==> config.mk <==
export PLATFORM = sky130hd
export DESIGN_NAME = idx_seq
export DESIGN_NICKNAME = d
export VERILOG_FILES = /design/src/rtl/idx_pkg.sv /design/src/rtl/idx_seq.sv
export SDC_FILE = /design/constraint.sdc
export NUM_CORES = 1
export LEC_CHECK = 0
export BUFFER_PORTS_ARGS = -buffer_cell sky130_fd_sc_hd__buf_2
export CAP_MARGIN = 20
export CORE_MARGIN = 5
export CORE_UTILIZATION = 30
export CTS_CLUSTER_DIAMETER = 50
export DETAILED_ROUTE_END_ITERATION = 16
export REMOVE_ABC_BUFFERS = 1
export SYNTH_ARGS = -nofsm -noshare
export SYNTH_HDL_FRONTEND = slang
export SYNTH_SLANG_ARGS = --single-unit
==> constraint.sdc <==
create_clock -name clk -period 3.2 [get_ports clk]
set_clock_uncertainty 0.2 [all_clocks]
set_input_delay 0.32 -clock clk [delete_from_list [all_inputs] [get_ports clk]]
set_output_delay 0.32 -clock clk [all_outputs]
set_load 0.005 [all_outputs]
==> src/rtl/idx_pkg.sv <==
// Shared definitions for the MU0 index-register extension sequencer:
// opcode values, ALU function codes and the sequencer state encoding.
package idx_pkg;

  // Indexed-class opcodes; anything with bit 3 clear is illegal.
  localparam logic [3:0] OP_LDX  = 4'h8;
  localparam logic [3:0] OP_STX  = 4'h9;
  localparam logic [3:0] OP_ADX  = 4'hA;
  localparam logic [3:0] OP_INX  = 4'hB;
  localparam logic [3:0] OP_DEX  = 4'hC;
  localparam logic [3:0] OP_LDAX = 4'hD;
  localparam logic [3:0] OP_STAX = 4'hE;
  localparam logic [3:0] OP_JXZ  = 4'hF;

  // External ALU function select.
  localparam logic [1:0] FS_PASS_B = 2'd0;
  localparam logic [1:0] FS_ADD    = 2'd1;
  localparam logic [1:0] FS_INC    = 2'd2;
  localparam logic [1:0] FS_DEC    = 2'd3;

  // S_INC is only ever entered when IDX_AUTOINC_EN is defined.
  typedef enum logic [2:0] {
    S_IDLE = 3'd0,
    S_EXEC = 3'd1,
    S_MEM  = 3'd2,
    S_WB   = 3'd3,
    S_INC  = 3'd4,
    S_DONE = 3'd5
  } state_t;

  // Legal opcodes are exactly the upper half of the opcode space.
  function automatic logic op_legal(input logic [3:0] op);
    return op[3];
  endfunction

endpackage

==> src/rtl/idx_seq.sv <==
// Index-register instruction sequencer for MU0. Takes one indexed-class
// instruction from the main controller, steps the external index datapath
// through EXEC / MEM / WB (/ INC) and signals completion with done.
// Optional feature macro: IDX_AUTOINC_EN (LDAX/STAX post-increment IDX).
module idx_seq
  import idx_pkg::*;
#(
  parameter int AW = 12
) (
  input  logic       clk,
  input  logic       rst_n,
  input  logic       start,
  input  logic [3:0] opcode,
  input  logic       idx_zero,
  input  logic       mem_ack,
  output logic       busy,
  output logic       done,
  output logic       err,
  output logic       idxce,
  output logic       acce,
  output logic [1:0] alu_fs,
  output logic       alu_asel,
  output logic       alu_bsel,
  output logic       addr_sel,
  output logic       dsel,
  output logic       mem_req,
  output logic       mem_we,
  output logic       pc_load
);

  // The datapath lives outside; AW only has to be wide enough to be useful.
  if (AW < 4) begin : g_aw_chk
    $error("idx_seq: AW must be at least 4");
  end

  state_t     state_q, state_d;
  logic [3:0] op_q, op_d;

  // State and latched opcode; reset aborts any instruction in flight.
  always_ff @(posedge clk or negedge rst_n) begin
    if (!rst_n) begin
      state_q <= S_IDLE;
      op_q    <= 4'h0;
    end else begin
      state_q <= state_d;
      op_q    <= op_d;
    end
  end

  // Next-state logic: opcode decides the path, MEM waits on mem_ack.
  always_comb begin
    state_d = state_q;
    op_d    = op_q;
    case (state_q)
      S_IDLE: begin
        if (start) begin
          op_d = opcode;
          case (opcode)
            OP_LDX, OP_STX, OP_LDAX, OP_STAX: state_d = S_MEM;
            OP_ADX, OP_INX, OP_DEX, OP_JXZ:   state_d = S_EXEC;
            default:                          state_d = S_DONE;
          endcase
        end
      end
      S_EXEC: state_d = S_DONE;
      S_MEM: begin
        if (mem_ack) begin
          case (op_q)
            OP_LDX, OP_LDAX: state_d = S_WB;
`ifdef IDX_AUTOINC_EN
            OP_STAX:         state_d = S_INC;
`endif
            default:         state_d = S_DONE;
          endcase
        end
      end
      S_WB: begin
`ifdef IDX_AUTOINC_EN
        if (op_q == OP_LDAX) state_d = S_INC;
        else                 state_d = S_DONE;
`else
        state_d = S_DONE;
`endif
      end
`ifdef IDX_AUTOINC_EN
      S_INC:  state_d = S_DONE;
`endif
      S_DONE: state_d = S_IDLE;
      default: state_d = S_IDLE;
    endcase
  end

  // Output decode from state and latched opcode (pc_load also sees idx_zero).
  always_comb begin
    busy     = (state_q != S_IDLE);
    done     = 1'b0;
    err      = 1'b0;
    idxce    = 1'b0;
    acce     = 1'b0;
    alu_fs   = FS_PASS_B;
    alu_asel = 1'b0;
    alu_bsel = 1'b0;
    addr_sel = 1'b0;
    dsel     = 1'b0;
    mem_req  = 1'b0;
    mem_we   = 1'b0;
    pc_load  = 1'b0;
    case (state_q)
      S_EXEC: begin
        case (op_q)
          OP_ADX: begin
            alu_fs   = FS_ADD;
            alu_asel = 1'b1;
            alu_bsel = 1'b1;
            idxce    = 1'b1;
          end
          OP_INX: begin
            alu_fs   = FS_INC;
            alu_asel = 1'b1;
            idxce    = 1'b1;
          end
          OP_DEX: begin
            alu_fs   = FS_DEC;
            alu_asel = 1'b1;
            idxce    = 1'b1;
          end
          OP_JXZ:  pc_load = idx_zero;
          default: ;
        endcase
      end
      S_MEM: begin
        mem_req = 1'b1;
        case (op_q)
          OP_LDX: addr_sel = 1'b0;
          OP_STX: begin
            mem_we   = 1'b1;
            addr_sel = 1'b0;
            dsel     = 1'b1;
          end
          OP_LDAX: begin
            // Effective address IR + IDX is formed by the ALU.
            alu_fs   = FS_ADD;
            alu_asel = 1'b1;
            alu_bsel = 1'b1;
            addr_sel = 1'b1;
          end
          OP_STAX: begin
            alu_fs   = FS_ADD;
            alu_asel = 1'b1;
            alu_bsel = 1'b1;
            addr_sel = 1'b1;
            mem_we   = 1'b1;
            dsel     = 1'b0;
          end
          default: ;
        endcase
      end
      S_WB: begin
        alu_fs   = FS_PASS_B;
        alu_bsel = 1'b0;
        if (op_q == OP_LDAX) acce  = 1'b1;
        else                 idxce = 1'b1;
      end
`ifdef IDX_AUTOINC_EN
      S_INC: begin
        // Runs after the access, so the address used the old IDX.
        alu_fs   = FS_INC;
        alu_asel = 1'b1;
        idxce    = 1'b1;
      end
`endif
      S_DONE: begin
        done = 1'b1;
        err  = !op_legal(op_q);
      end
      default: ;
    endcase
  end

endmodule

### Word-level counts from Yosys, hierarchy flattened

Memory sizes are Yosys's and may differ from the RTL's.
Cells that the tools add are included.

* equality and inequality tests: 14
* mux-type cells: 26
* reduce and logical (&&, ||, !) cells: 10

Operator list (number)
* 4-bit == test, second input constant: 8
* 1-bit 2-to-1 mux: 17
* 3-bit 2-to-1 mux: 3
* 3-bit case mux with 3 select lines: 1
* 2-bit OR reduction: 4
* 3-bit by 2-bit == test with 1-bit output, second input constant: 2
* 1-bit case mux with 2 select lines: 3
* 2-bit case mux with 3 select lines: 1
* 2-bit != test, second input constant: 2
* 2-bit case mux with 2 select lines: 1
* 2-bit AND reduction: 2
* 3-bit by 1-bit == test with 1-bit output, second input constant: 1
* 3-bit == test, second input constant: 1
* 3-bit zero test: 1
* 3-bit nonzero test: 1
* 3-bit OR reduction: 1
* 1-bit zero test: 1

* register bits after elaboration: 7
* ROM bits: 48
* output and inout port bits: 14
* word-level logic and storage cells: 53
* memories: 1

Memory list
* (no name shown): depth 16, width 3, rd ports 1, clocked after memory_dff 0, wr ports 0, line idx_seq.sv:58 `case (opcode)`

### Logic depth before layout (Yosys ltp)

* depth in word-level cells: 5
* mapped depth: 6
* depth with buffers taken out: 5

### Least setup slack after synthesis

OpenSTA, ideal clock, no wires.

* path kind: reg-to-output
* start: reg state_q[0]
* end: out alu_asel
* arrival: 1.215 ns
* required time: 2.680 ns
* path slack: 1.465 ns
* cell stages (with the launch flop): 6
* buffers on the path: 0
* path through: dfrtp_1 -> or3b_4 -> clkinv_2 -> nand2_2 -> nor2_4 -> o21a_1

* cells in the longest elaborated chain, start to end: 2
* elaborated cells between the ends (all ways): 3
* those cells by class: eq/ne: 2; mux: 1

RTL lines
* start: declaration: line idx_seq.sv:36 `state_t state_q, state_d;`
* start signal: assignment: line idx_seq.sv:45 `state_q <= state_d;`
* 3-bit by 2-bit == test with 1-bit output / 3-bit by 1-bit == test with 1-bit output (equally long branches): line idx_seq.sv:108 `case (state_q)`
* 1-bit case mux with 2 select lines *: line idx_seq.sv:108
* end: declaration: line idx_seq.sv:22 `output logic alu_asel,`

Mark *: on every way between the ends. The rest lies on a longest branch, timed or not.

### Worst setup path after layout

* start: reg state_q[1]
* end: out alu_fs[0]

* cells in the longest elaborated chain, start to end: 2
* elaborated cells between the ends (all ways): 3
* those cells by class: eq/ne: 2; mux: 1

RTL lines
* 3-bit by 2-bit == test with 1-bit output / 3-bit by 1-bit == test with 1-bit output (equally long branches): line idx_seq.sv:108
* 2-bit case mux with 2 select lines *: line idx_seq.sv:108
* end: declaration: line idx_seq.sv:21 `output logic [1:0] alu_fs,`

Marked as above.

==> impl_metrics.py <==
metrics = {
    "global_route": {
        "grt_use_total_pct": 10.7,
        "grt_pass1_vias": 539,
        "grt_pass1_wl_mm": 2.28,
        "grt-ovfl-total": 0,
        "grt_max_degree": 13,
        "antenna_found_initial": 0,
    },
    "yosys": {
        "synth_cells": 72,
        "yosysSeqAreaShare_pct": 29.3,
        "avgSynthCellArea_um2": 8.31,
        "netlist-cell-type-count": 30,
        "synth_top_area_share_pct": 29.3,
        "yosys_warnings": 0,
        "synth_top_area_cell": "dfrtp_1",
        "synthMuxAreaShare_pct": 5.65,
        "synth-compound-area-share_pct": 16.9,
        "syn_area_um2": 598,
        "yosys.area_share.xor_xnor_pct": 4.39,
        "synth_top_family_by_area": "simple AND/OR/NAND/NOR gates",
        "yosys.area_share.adder_pct": 0,
        "synthSimpleGateAreaFrac_pct": 35.6,
        "synth_area_leaders": "dfrtp_1, nor3_1, mux2_1",
        "ys_ff_latch": 7,
    },
    "power_and_ir_drop": {
        "leakagePower_nw": 0.343,
        "p_clk_share_pct": 13.2,
        "power_switching_uw": 273,
        "irDropWorstVdd_v": 0.000396,
        "seqPwrFrac_pct": 39.5,
        "powerDensity_mw_per_mm2": 788,
        "comb_power_share_pct": 47.3,
        "switching_share_pct": 46.6,
        "p_int_uw": 312,
    },
    "timing": {
        "worst_pin_slew_ns": 0.389,
        "setup_viol": 0,
        "hold_slack_ns": 0.0993,
        "hold_viol": 0,
        "fin_ws_ns": 1.01,
        "slew_headroom_pct": 74.1,
        "fin_crit_ns": 2.19,
        "max_freq_ghz": 0.456,
        "finalSetupTns_ns": 0,
        "finalMaxSlewViolations": 0,
        "rsz0062_at_grt": "false",
        "timing.final.crit_share_pct": 68.5,
    },
    "route": {
        "drt_iter0_markers": 18,
        "drcViolationCount": 0,
        "vias_per_cell": 4.81,
        "drtPass1Iterations": 4,
        "drt.antenna.violating_nets": 0,
        "drt_wl_total_mm": 1.37,
        "via_count": 582,
        "wire_per_inst_um": 11.4,
    },
    "floorplanning": {
        "rows": 16,
        "die_w_um": 54.7,
        "core_mm2": 0.00192,
        "start_util_pct": 31.1,
        "die_h_um": 54.7,
        "io_pins": 23,
        "dieArea_mm2": 0.00299,
    },
    "finish": {
        "final_cell_area_um2": 742,
        "antenna_cells": 0,
        "layout.nets": 104,
        "layout-drive-gt1-share_pct": 34.0,
        "syn_to_final_growth_pct": 24.1,
    },
    "placement": {
        "gp_congestion": 0.825,
        "post_dp_cell_area_um2": 706,
        "hpwl_mm": 1.09,
        "port-buffer-count": 22,
        "pre_cts_ws_ns": 1.27,
    },
    "min_path": {
        "hold_depth": 2,
        "hold_end": "op_q[2]",
        "hp-start": "opcode[2]",
        "hold_path.class": "input pin to flip-flop",
    },
    "worst_setup_path": {
        "rrSetupSlack_ns": 1.44,
        "r2r_start": "op_q[2]",
        "required_ns": 2.68,
        "start_kind": "flip-flop",
        "crit_arrival_ns": 1.67,
        "path_class": "flip-flop to output port",
        "reg2reg_depth": 4,
        "r2r-end": "state_q[2]",
        "cp_max_fo": 10,
        "endpoint_kind": "output port",
    },
    "clock_network": {
        "h-tree-depth": 1,
        "cts_tree": "done",
        "cts_buffers": 3,
        "cts.clk_slew.worst_paths_ns": 0.05,
        "ctsResizeCount": 0,
        "clock_sinks": 7,
        "cts.root.buffer_cell": "clkbuf_4",
        "clk_path_buf_depth": 2,
        "clk_latency_ns": 0.24,
    },
    "run": {
        "maxCapViolCount": 0,
    },
    "outcome": {
        "status": "finished, final reports clean",
    },
}
[power by group through the flow]
stage               Combinational, mW  Clock (mW)  Sequential (mW)
floorplan                       0.216           0            0.204
global placement                0.281           0            0.231
detailed placement              0.281           0            0.233
finish                          0.277      0.0771            0.231
global route                    0.317      0.0879            0.246
CTS                             0.283      0.0821            0.232
[logic make-up (layout without fill, tap and decap cells)]
kind of cell,Yosys count,count (layout)
xor+xnor,3,3
flops,7,7
buf+inv,8,30
compound gates,15,15
simple gates,36,36
mux,3,3
[cell usage after synthesis]
cell       number
a211o_1         1
nor2_4          1
dfrtp_1         7
buf_6           1
buf_4           2
a211oi_1        1
a21oi_1         4
inv_2           1
o21ai_0         3
nor3_1          8
a22oi_1         1
nand2_1         6
or3_4           1
o21a_1          3
xnor2_1         3
nand2b_1        1
nand3b_1        1
o41a_1          1
nor2_8          1
nor2b_1         4
o2111ai_1       1
clkinv_2        1
nor3b_1         2
inv_1           1
buf_2           2
or3b_4          1
nor2_1          7
nand3_1         2
nand2_2         1
mux2_1          3
[how the worst max path moves through the flow]
| stage | start | end | slack [ns] | depth (start not counted) |
|---|---|---|---|---|
| floorplan | state_q[1] | alu_asel | 1.43 | 5 |
| finish | state_q[1] | alu_fs[0] | 1.01 | 6 |
| global route | state_q[1] | alu_bsel | 0.90 | 6 |
| global placement | state_q[1] | alu_fs[0] | 1.29 | 6 |
| CTS | state_q[1] | alu_bsel | 0.98 | 6 |
| detailed placement | state_q[1] | alu_bsel | 1.27 | 6 |
[through the flow]
step	power, mW	utilization [%]	instances
detailed placement	0.513	36.7	116
floorplan	0.421	-	67
global placement	0.512	36.7	116
global route	0.650	38.6	121
finish	0.585	38.6	121
CTS	0.597	38.6	121
[critical path, cell delays in order, from the launching register on]
cell      delay [ns]
dfrtp_1         0.49
or3b_4          0.44
clkinv_2        0.07
nand2_2         0.06
nor2_4          0.14
o21a_1          0.12
buf_2           0.10
[final cells by class]
class | instances | area (µm²)
fillers | 225 | 1180
multi-input cells | 57 | 374
flip-flops and latches | 7 | 175
repair buffers | 23 | 120
well taps | 27 | 33.8
clock buffers | 4 | 26.3
inverters | 3 | 12.5
[cells in the final DEF, fill, tap and decap left out, types with 2 or more instances in the layout]
cell / count
a21oi_1: 4
buf_2: 22
clkbuf_4: 3
dfrtp_1: 7
mux2_1: 3
nand2_1: 6
nand3_1: 2
nor2_1: 7
nor2b_1: 4
nor3_1: 8
nor3b_1: 2
o21a_1: 3
o21ai_0: 3
xnor2_1: 3
[registers in the layout, indices dropped and copies added, names as in the netlist]
register and flops:
op_q 4, state_q 3
[layer usage]
| layer | vias to the layer above | GRT usage (%) | routed length, µm |
|---|---|---|---|
| met5 | - | 0 | 0 |
| met4 | 0 | 6.22 | 27 |
| met2 | 16 | 16.3 | 598 |
| met1 | 265 | 13.7 | 655 |
| li1 | 297 | - | - |
| met3 | 4 | 2.18 | 93 |
[what timing repair did]
action / in CTS / in global routing
buffers inserted: 0 / 0
hold endpoints to repair: 7 / 0
hold buffers: 1 / 0
Note: power is estimated with default switching activity, not from simulation.
